[config.mk]
export PLATFORM = sky130hd
export DESIGN_NAME = demux_stream
export DESIGN_NICKNAME = d
export VERILOG_FILES = /design/src/rtl/demux_stream.sv
export SDC_FILE = /design/constraint.sdc
export NUM_CORES = 1
export LEC_CHECK = 0
export ABC_AREA = 1
export BUFFER_PORTS_ARGS = -buffer_cell sky130_fd_sc_hd__buf_2
export CORE_MARGIN = 5
export CORE_UTILIZATION = 38
export DETAILED_ROUTE_END_ITERATION = 8
export PLACE_DENSITY = 0.81
export SYNTH_ARGS = -nofsm -noshare
export SYNTH_HDL_FRONTEND = slang
export SYNTH_SLANG_ARGS = --single-unit
export TNS_END_PERCENT = 50
[constraint.sdc]
create_clock -name clk -period 1.2 [get_ports clk]
set_input_delay 0.24 -clock clk [delete_from_list [all_inputs] [get_ports clk]]
set_output_delay 0.24 -clock clk [all_outputs]
set_load 0.05 [all_outputs]
[src/rtl/demux_stream.sv]
// Single-slot registered 1:N stream demultiplexer.
// Optional packet mode locks the destination from first beat to in_last.
module demux_stream #(
  parameter int WIDTH  = 8,
  parameter int SELW   = 2,
  parameter bit STICKY = 1'b0,
  localparam int N     = 2**SELW
) (
  input  logic                 clk,
  input  logic                 rst,
  input  logic [WIDTH-1:0]     a,
  input  logic [SELW-1:0]      s,
  input  logic                 in_valid,
  input  logic                 in_last,
  output logic                 in_ready,
  output logic [N*WIDTH-1:0]   y,
  output logic [N-1:0]         y_valid,
  output logic [N-1:0]         y_last,
  input  logic [N-1:0]         y_ready,
  output logic                 busy
);

  typedef enum logic {IDLE, PKT} state_t;

  state_t           state_q;
  logic [SELW-1:0]  lock_q;
  logic             full_q, full_d;
  logic [SELW-1:0]  ch_q, ch_d;
  logic [WIDTH-1:0] data_q, data_d;
  logic             last_q, last_d;

  logic             accept;
  logic             drain;
  logic [SELW-1:0]  dest;

  assign in_ready = !full_q || y_ready[ch_q];
  assign accept   = in_valid && in_ready;
  assign drain    = full_q && y_ready[ch_q];
  assign busy     = STICKY && (state_q == PKT);

  // Once a packet is open, s is ignored until its last beat.
  assign dest = (STICKY && state_q == PKT) ? lock_q : s;

  always_comb begin
    full_d = full_q;
    ch_d   = ch_q;
    data_d = data_q;
    last_d = last_q;
    if (accept) begin
      full_d = 1'b1;
      ch_d   = dest;
      data_d = a;
      last_d = in_last;
    end else if (drain) begin
      full_d = 1'b0;
    end
  end

  always_ff @(posedge clk or posedge rst) begin
    if (rst) begin
      full_q <= 1'b0;
      ch_q   <= '0;
      data_q <= '0;
      last_q <= 1'b0;
    end else begin
      full_q <= full_d;
      ch_q   <= ch_d;
      data_q <= data_d;
      last_q <= last_d;
    end
  end

  always_ff @(posedge clk or posedge rst) begin
    if (rst) begin
      state_q <= IDLE;
      lock_q  <= '0;
    end else if (STICKY && accept) begin
      case (state_q)
        IDLE: begin
          lock_q <= s;
          if (!in_last) state_q <= PKT;
        end
        PKT: begin
          if (in_last) state_q <= IDLE;
        end
        default: state_q <= IDLE;
      endcase
    end
  end

  always_comb begin
    y       = '0;
    y_valid = '0;
    y_last  = '0;
    for (int k = 0; k < N; k++) begin
      if (full_q && ch_q == SELW'(k)) begin
        y[k*WIDTH +: WIDTH] = data_q;
        y_valid[k]          = 1'b1;
        y_last[k]           = last_q;
      end
    end
  end

endmodule

==> results of run 1 <==
## through the flow
step	area [um^2]	hold WS, ns
2_1_floorplan	1090	0.105
3_3_place_gp	1580	0.252
3_5_place_dp	1580	0.263
## cells by family after synthesis
| kind of cell | synth area share [%] |
|---|---|
| AND/OR/NAND/NOR | 47.2 |
| buffers and inverters | 12.5 |
| other | 0.498 |
| flip-flops | 39.9 |
## synthesized netlist by cell type
cell type | number | area (um^2)
buf_6 | 1 | 11.3
nor2_1 | 36 | 135
nand2_1 | 31 | 116
buf_4 | 2 | 15.0
dfrtp_1 | 12 | 300
nand2_4 | 1 | 11.3
nand3_1 | 11 | 55.1
nor3_1 | 4 | 20.0
inv_1 | 12 | 45.0
conb_1 | 1 | 3.75
inv_2 | 5 | 18.8
nand3_4 | 1 | 17.5
buf_1 | 1 | 3.75
==> reports/qor.yml, run 1 <==
clock_tree:
  cts_htree_levels: 1
  cts_resized: 115
  clock_path_buffers: 2
  clkSinkCount: 12
  cts_setup_buffers: 9
  root_buffer: "clkbuf_4"
  ctsHoldBuffers: 1
  cts_buffers: 3
synth:
  netlist_area_um2: 753
  synth_cell_type_count: 13
  yosysWarnings: 0
  yosysSeqAreaShare_pct: 39.9
  avgSynthCellArea_um2: 6.38
  synth_seq_cells: 12
  synth_nets: 136
  syn_inst: 118
floorplan:
  row_count: 16
  die_w_um: 54.5
  num_io_pins: 60
  die_h_um: 54.5
  start_util_pct: 39.2
place:
  gp_congestion: 0.750
  port_buffers: 58
  hpwlAfterDp_um: 2450
  preCtsSetupSlack_ns: -0.328
  dp.cells: 212
run_status:
  lastStage: "clock tree synthesis (4_1_cts)"
  stop_error: "[ERROR DPL-0038] Utilization greater than 100%, impossible to legalize"
  status: "stopped before the end"
==> run 2: changes to the inputs <==
- CORE_AREA: default -> 5 5 66 68
- CORE_MARGIN: 5 -> default
- CORE_UTILIZATION: 38 -> default
- DIE_AREA: default -> 0 0 71 73
- PLACE_DENSITY: 0.81 -> default
- PLACE_DENSITY_LB_ADDON: default -> 0.15
==> run 2 against run 1 <==
- synthesized cell count did not move
- the flow now finishes, with violations (setup timing)
- area after synthesis did not move
==> reports/qor.yml, run 2 <==
timing:
  rsz0062_at_grt: "yes"
  setup_viol: 53
  finalCritPeriodShare_pct: 140
  fmax_ghz: 0.597
  skew_ns: 0.00518
  final_max_slew_viol_count: 0
  setup_ws_ns: -0.475
  finalSetupTns_ns: -20.11
  period_minus_slack_ns: 1.67
  finalHoldViolations: 0
synth:
  yosysWarnings: 0
  yosys.area.top_type: "dfrtp_1"
  yosysSeqAreaShare_pct: 39.9
  synth_compound_area_share_pct: 0
  synth_simple_gate_area_share_pct: 47.2
  synth_area_leaders: "dfrtp_1 (40%), nor2_1 (18%), nand2_1 (15%)"
  synthFlopType: "dfrtp_1"
  avgSynthCellArea_um2: 6.38
  synth_most_common_cell: "nor2_1"
  synthAdderAreaFrac_pct: 0
  synth_cell_type_count: 13
  synth_top_area_share_pct: 39.9
  synth_nets: 136
  netlist_area_um2: 753
  synth_seq_cells: 12
  synth_edf_count: 0
  yosys-top-cells-count: "nor2_1 (36), nand2_1 (31), dfrtp_1 (12), inv_1 (12), nand3_1 (11)"
  syn_inst: 118
  synthArstFlopShare_pct: 100
  synth_xor_area_share_pct: 0
  synth_top_family_by_area: "simple AND/OR/NAND/NOR gates"
  yosys-mux-area-fraction_pct: 0
worst_setup_path:
  critical-path-slowest-cell: "dfrtp_2"
  path_delay_family: "flip-flops"
  r2r_start: "ch_q[0]"
  path_buf_inv: 4
  path_class: "register to output pin"
  crit_end: "y[25]"
  crit_chain: "inv_4 > nor3_4 > buf_6 > inv_6 > nor2_4 > buf_8"
  crit_path_start_kind: "register"
  r2r_setup_slack_ns: -0.25
  rr_worst_depth: 9
  worstReg2RegEnd: "data_q[4]"
  critPathLaunch: "ch_q[0]"
  end_kind: "output pin"
  arrival_ns: 1.43
  slowest_delay_ns: 0.45
  crit_cells: 6
  worstPathRequired_ns: 0.96
  worst-path-max-fanout: 4
global_route:
  grt_overflow_total: 0
  grt_pass1_vias: 1211
  grt_pass1_wl_um: 5780
  grt_max_degree: 13
  antenna_found_initial: 0
  grt_usage_pct: 13.7
final_layout:
  diodes: 0
  design_area_um2: 2220
  nFillCells: 338
  largest_reg_flops: 8
  syn_to_final_growth_pct: 195
  final_cell_mix: "nor2_4 (36), nand2_1 (28), buf_6 (28), buf_8 (22), buf_2 (17)"
  fin_nets: 228
  largest-register: "data_q"
  instances_no_fill: 259
  largestRegisters: "data_q: 8 flops, ch_q: 2 flops"
  drive_gt1_share_pct: 72.7
  final_common_cell: "nor2_4"
hold_path:
  worst_hold_path_type: "primary input to asynchronous set/reset pin"
clock_tree:
  cts_buffers: 3
  clock_path_buffers: 2
  clkLatencyLatePin_ns: 0.24
  cts.clk_slew.worst_paths_ns: 0.05
  cts_tree: "built"
  clkSinkCount: 12
  root_buffer: "clkbuf_8"
  cts_htree_levels: 1
place:
  port_buffers: 58
  hpwlAfterDp_um: 2380
  dpl_cell_area_um2: 1630
  gp_congestion: 0.732
  dp.cells: 242
run_status:
  violations: "setup timing"
  status: "finished with violations"
pwr:
  ir_drop_mv: 1.24
  p_clk_share_pct: 5.5
  seq_power_share_pct: 11.6
  p_comb_share_pct: 82.9
  swShare_pct: 53.8
  switching_power_mw: 3.66
  p_leak_nw: 1.00
  p_int_mw: 3.14
  p_per_area_nw_per_um2: 3060
floorplan:
  die_w_um: 71
  start_util_pct: 19.8
  core_um2: 3800
  die_area_um2: 5180
  die_h_um: 73
  row_count: 23
  num_io_pins: 60
drt:
  ant_nets: 0
  wl_um: 3530
  num_vias: 1105
  viasPerCell: 4.27
  dr.pass1.iters: 4
  route.detailed.drc: 0
  wl_per_cell_um: 13.6
  drt_iter0_drc: 23
job:
  max_cap_violations: 0
-- run 2: cell counts after synthesis --
No cell type changed its count.
-- run 2: routing by layer --
layer  track usage, %  wire length (um)  up-vias
met2             28.5              2090       48
met4             3.76                51        0
met5                0                 0        -
li1                 -                 -      536
met1             14.5              1240      516
met3             1.24               152        5
-- run 2: cells by family after synthesis --
group	after synthesis
buffers and inverters	21
flip-flops	12
AND/OR/NAND/NOR	84
other	1
-- run 2: final cells by class --
| type | count | area, um^2 | share of cell area [%] |
|---|---|---|---|
| Clock buffer | 4 | 45.0 | 2.03 |
| Timing Repair inverter | 4 | 37.5 | 1.69 |
| Sequential cell | 12 | 303 | 13.6 |
| Timing Repair Buffer | 87 | 968 | 43.6 |
| Tap cell | 50 | 62.6 | 2.81 |
| Inverter | 17 | 96.3 | 4.33 |
| Multi-Input combinational cell | 85 | 711 | 32.0 |
-- run 2: timing repair --
item	in CTS	in global routing
gates cloned	4	0
pin swaps	8	6
resized for setup	115	22
hold buffers	0	0
setup endpoints to repair	53	53
setup buffers	8	1
-- run 2: through the flow --
stage	utilization [%]	worst slack, ns	hold slack [ns]	power [mW]
2_1_floorplan	-	-0.654	0.105	3.76
3_3_place_gp	43.0	-0.282	0.264	5.05
3_5_place_dp	43.0	-0.313	0.273	5.12
4_1_cts	56.3	-0.475	0.0216	6.60
5_1_grt	58.5	-0.521	0.0382	7.12
6_report	58.5	-0.475	0.00126	6.80
-- run 2: worst min-delay path by stage --
stage / to / depth (start not counted) / slack [ns] / from
after floorplan: data_q[0] / 1 / 0.10 / rst
after global placement: data_q[5] / 2 / 0.26 / rst
after detailed placement: data_q[4] / 2 / 0.27 / rst
after CTS: data_q[7] / 2 / 0.02 / rst
after global routing: data_q[0] / 2 / 0.04 / rst
final: data_q[2] / 2 / 0.001 / rst
-- run 2: power by group through the flow --
| stage | clock [mW] | sequential, mW | combinational, mW |
|---|---|---|---|
| finish | 0.371 | 0.789 | 5.64 |
| global route | 0.396 | 0.812 | 5.91 |
| CTS | 0.376 | 0.792 | 5.43 |
| detailed placement | 0 | 0.797 | 4.32 |
| global placement | 0 | 0.783 | 4.26 |
| floorplan | 0 | 0.775 | 2.98 |
No activity file was read; power rests on OpenSTA's default activity.
==> run 3: changes to the inputs <==
- ABC_AREA: 1 -> default
==> run 3 against run 2 <==
- the flow still finishes with violations (setup timing)
- largest power group unchanged
- critical endpoint is now in_ready
- via count fell by 17%
- cell count shrank 18%
- sequential share of layout area grew 1.7 points
- largest cell class unchanged
- cell area is 11% lower
- clock-buffer cell count unchanged
==> reports/qor.yml, run 3 <==
final_layout:
  final_cell_mix: "buf_8 (27), and2_4 (23), buf_6 (18), buf_2 (17), buf_4 (12)"
  instances_no_fill: 212
  drive_gt1_share_pct: 87.7
  final_common_cell: "buf_8"
  largest_reg_flops: 8
  largestRegisters: "data_q: 8 flops, ch_q: 2 flops"
  fin_nets: 181
  largest-register: "data_q"
  diodes: 0
  syn_to_final_growth_pct: 146
pwr:
  p_leak_nw: 0.960
  p_per_area_nw_per_um2: 2390
  ir_drop_mv: 1.12
  power_mw: 4.72
place:
  dp.cells: 198
  port_buffers: 58
  hpwlAfterDp_um: 2130
  gp_congestion: 0.822
  preCtsSetupSlack_ns: -0.384
floorplan:
  die_h_um: 73
  start_util_pct: 21.2
  core_um2: 3800
  row_count: 23
  num_io_pins: 60
  die_w_um: 71
  die_area_um2: 5180
synth:
  syn_inst: 82
  synth_area_leaders: "dfrtp_1 (37%), and2_1 (21%), mux2_2 (15%)"
  netlist_area_um2: 805
  yosysWarnings: 0
  synthFlopType: "dfrtp_1"
  yosys.area.top_type: "dfrtp_1"
  avgSynthCellArea_um2: 9.81
  synth_top_area_share_pct: 37.3
  synth_seq_cells: 12
  synth_edf_count: 0
  yosys-top-cells-count: "and2_1 (27), dfrtp_1 (12), and3_1 (11), mux2_2 (11)"
  synth_most_common_cell: "and2_1"
  yosysSeqAreaShare_pct: 37.3
  synth_nets: 100
  synth_cell_type_count: 17
  synthArstFlopShare_pct: 100
global_route:
  grt_max_degree: 13
  grt_overflow_total: 0
  antenna_found_initial: 0
  grt_usage_pct: 12.8
  grt_pass1_vias: 975
  grt_pass1_wl_um: 5160
drt:
  wl_per_cell_um: 15.3
  ant_nets: 0
  viasPerCell: 4.34
  num_vias: 921
  dr.pass1.iters: 3
  drt_iter0_drc: 22
  wl_um: 3250
  route.detailed.drc: 0
clock_tree:
  root_buffer: "clkbuf_8"
  clkLatencyLatePin_ns: 0.24
  clock_path_buffers: 2
  cts.clk_slew.worst_paths_ns: 0.06
  cts_tree: "built"
  clkSinkCount: 12
  ctsHoldBuffers: 0
  cts_htree_levels: 1
  cts_buffers: 3
run_status:
  violations: "setup timing"
  status: "finished with violations"
worst_setup_path:
  arrival_ns: 1.45
  crit_chain: "mux2_4 > buf_6 > o22a_4 > buf_8"
  end_kind: "output pin"
  path_buf_inv: 2
  slowest_delay_ns: 0.44
  worstPathRequired_ns: 0.96
  worst-path-max-fanout: 6
  path_delay_family: "flip-flops"
  crit_path_start_kind: "register"
  critical-path-slowest-cell: "dfrtp_2"
  path_class: "register to output pin"
timing:
  finalCritPeriodShare_pct: 141
  rsz0062_at_grt: "yes"
  finalHoldViolations: 0
  setup_viol: 53
  fmax_ghz: 0.591
  skew_ns: 0.00305
  setup_ws_ns: -0.492
  whs_ns: 0.00410
  finalSetupTns_ns: -22.06
  final_max_slew_viol_count: 0
  period_minus_slack_ns: 1.69
job:
  max_cap_violations: 0
hold_path:
  worst_hold_path_type: "primary input to asynchronous set/reset pin"
## run 3: cell types whose count changed after synthesis, sizes merged, moves of 2 or more
cell    before  now
nor2        36    3
nand2       32    1
and2         0   27
inv         17    3
mux2         0   12
nand3       12    0
and3         0   11
nor3         4    0
buf          4    1
o21ai        0    3
clkbuf       0    2
nand2b       0    2
## run 3: layout make-up
cell class	count	area, um^2
clock buffer	4	55.1
tap	50	62.6
inverter	3	11.3
sequential	12	303
multi-input combinational	64	661
fill	330	1820
timing repair buffer	79	883
## run 3: metal layers
metal	part of all wire, %	global-route usage (%)	vias up
met5	0	0	-
met4	0.43	3.76	0
met3	6.2	2.75	2
met2	54	23.7	41
met1	39	14.6	439
li1	-	-	439
## run 3: logic make-up (layout without fill, tap and decap cells)
kind of cell    Yosys count  after routing  share of synthesized area (%)
other cells               1              1                          0.466
flops                    12             12                           37.3
simple gates             44             44                           33.0
mux                      13             13                           18.5
buf+inv                   6             86                           3.27
compound gates            6              6                           7.47
## run 3: timing repair
action / in CTS / in global routing
gates resized for setup: 122 / 19
setup endpoints to repair: 53 / 53
pin swaps: 5 / 1
cloned: 1 / 0
setup buffers: 6 / 3
## run 3: power by group
group	leakage (nW)	switching, mW	total, mW	internal (mW)
registers	0.138	0.202	0.753	0.551
clock network	0.0288	0.150	0.440	0.290
logic	0.793	1.81	3.53	1.72
## run 3: metrics by stage
step | instance area [um^2] | util, %
after CTS | 1880 | 49.5
after global placement | 1340 | 35.4
after floorplan | 908 | -
after global routing | 1980 | 52.0
after detailed placement | 1340 | 35.4
final | 1980 | 52.0
## run 3: final timing paths
| path | startpoint | endpoint | depth (start not counted) | slack, ns |
|---|---|---|---|---|
| max in group asynchronous | rst | full_q | 2 | 0.85 |
| min | rst | data_q[4] | 2 | 0.004 |
| min reg2reg | last_q | last_q | 1 | 0.57 |
| max | ch_q[0] | in_ready | 4 | -0.49 |
| max reg2reg | ch_q[0] | ch_q[0] | 6 | -0.47 |
| min in group clk | a[0] | data_q[0] | 2 | 0.24 |
==> run 4: changes to the inputs <==
- BUFFER_PORTS_ARGS: -buffer_cell sky130_fd_sc_hd__buf_2 -> default
- DONT_BUFFER_PORTS: default -> 1
==> run 4 against run 3 <==
- the flow still finishes with violations (setup timing)
- power decreased by 16%
- non-clock buffer count down 51
- first-iteration DRC count shrank 14%
- fmax grew 0.86%
- clock skew rose by 0.0017 ns
- critical path depth up 1
- clock power shrank 13%
- via count fell by 22%
- sequential power is essentially flat
- largest cell class is now multi-input combinational cells
==> reports/qor.yml, run 4 (synthesized netlist as in run 3, its figures left out) <==
final_layout:
  diodes: 0
  fin_nets: 130
  syn_to_final_growth_pct: 83.0
  largest_reg_flops: 8
  drive_gt1_share_pct: 79.3
  postLayoutCoreUtil_pct: 38.8
  largestRegisters: "data_q: 8 flops, ch_q: 2 flops"
  largest-register: "data_q"
  final_common_cell: "and2_4"
  instances_no_fill: 161
  final_cell_mix: "and2_4 (25), buf_12 (13), mux2_4 (10), dfrtp_1 (10), buf_4 (10)"
pwr:
  p_per_area_nw_per_um2: 2690
  p_clk_share_pct: 9.7
  switching_power_mw: 1.97
  p_int_mw: 1.99
  power_mw: 3.96
  swShare_pct: 49.8
  ir_drop_mv: 0.953
  p_leak_nw: 0.667
  p_comb_share_pct: 71.4
  seq_power_share_pct: 19.0
timing:
  finalCritPeriodShare_pct: 140
  rsz0062_at_grt: "yes"
  period_minus_slack_ns: 1.68
  fmax_ghz: 0.596
  setup_viol: 52
  tightest_slew_ns: 0.505
  setup_ws_ns: -0.477
  max_slew_margin_pct: 66.3
  finalHoldViolations: 0
  final_max_slew_viol_count: 0
  skew_ns: 0.00470
place:
  port_buffers: 0
  hpwlAfterDp_um: 2070
  preCtsSetupSlack_ns: -0.427
  gp_congestion: 0.723
  dp.cells: 154
worst_setup_path:
  path_class: "register to output pin"
  worst-path-max-fanout: 10
  crit_path_start_kind: "register"
  end_kind: "output pin"
  arrival_ns: 1.44
  worstPathRequired_ns: 0.96
floorplan:
  die_area_um2: 5180
  num_io_pins: 60
  core_um2: 3800
  die_w_um: 71
  die_h_um: 73
  start_util_pct: 21.2
  row_count: 23
clock_tree:
  cts_htree_levels: 1
  cts.clk_slew.worst_paths_ns: 0.06
  clock_path_buffers: 2
  clkLatencyLatePin_ns: 0.24
  cts_tree: "built"
  cts_buffers: 3
  root_buffer: "clkbuf_8"
  clkSinkCount: 12
drt:
  num_vias: 721
  viasPerCell: 4.48
  ant_nets: 0
  wl_per_cell_um: 16.7
  wl_um: 2690
  route.detailed.drc: 0
  drt_iter0_drc: 19
  dr.pass1.iters: 2
global_route:
  grt_usage_pct: 10.3
  grt_max_degree: 13
  grt_overflow_total: 0
  antenna_found_initial: 0
  grt_pass1_vias: 741
  grt_pass1_wl_um: 4070
job:
  max_cap_violations: 0
run_status:
  status: "finished with violations"
  violations: "setup timing"
hold_path:
  worst_hold_path_type: "primary input to register"
==> run 4: power by group through the flow <==
| stage | sequential [mW] | clock (mW) | combinational [mW] |
|---|---|---|---|
| floorplan | 0.703 | 0 | 1.83 |
| detailed placement | 0.743 | 0 | 2.59 |
| global route | 0.787 | 0.421 | 2.94 |
| finish | 0.752 | 0.382 | 2.83 |
| global placement | 0.735 | 0 | 2.57 |
| CTS | 0.758 | 0.400 | 2.85 |
==> run 4: per-layer routing <==
layer,global-route usage (%),share of wire (%),vias to the layer above
li1,-,-,337
met1,12.2,40,343
met2,17.1,50,39
met3,3.86,10,2
met4,3.76,0.60,0
met5,0,0,-
==> run 4: critical path, stage by stage, from the launching register on <==
cell     delay [ns]
dfrtp_2        0.44
buf_6          0.13
buf_4          0.15
nor2_4         0.10
buf_12         0.13
and2_4         0.24
==> run 4: final timing paths <==
kind,startpoint,to,slack [ns],cells after the start
max,ch_q[0],y[3],-0.48,5
min,in_valid,full_q,0.11,1
max reg2reg,ch_q[0],data_q[5],-0.41,4
min reg2reg,ch_q[0],ch_q[0],0.58,1
max in group asynchronous,rst,ch_q[0],0.36,2
min in group asynchronous,rst,ch_q[1],0.47,2
==> run 4: layout make-up <==
| type | count | area (um^2) |
|---|---|---|
| clock buffer | 4 | 45.0 |
| fill | 387 | 2330 |
| inverter | 3 | 11.3 |
| multi-input combinational | 64 | 657 |
| sequential | 12 | 303 |
| tap | 50 | 62.6 |
| timing repair buffer | 28 | 394 |
==> run 4: per-stage QoR <==
stage               setup TNS (ns)  hold WS (ns)  cell area [um^2]
CTS                         -21.93         0.107              1470
floorplan                   -13.18         0.105               908
finish                      -20.92         0.107              1470
detailed placement          -13.37         0.195              1300
global route                -23.96        0.0948              1470
global placement            -12.38         0.182              1300
==> run 4: what timing repair did <==
| item | 4_1_cts | 5_1_grt |
|---|---|---|
| resized for setup | 29 | 1 |
| endpoints found under the setup margin | 52 | 52 |
| buffers inserted | 2 | 0 |
| hold buffers | 1 | 0 |
| hold endpoints to repair | 12 | 0 |
| pin swaps | 9 | 2 |
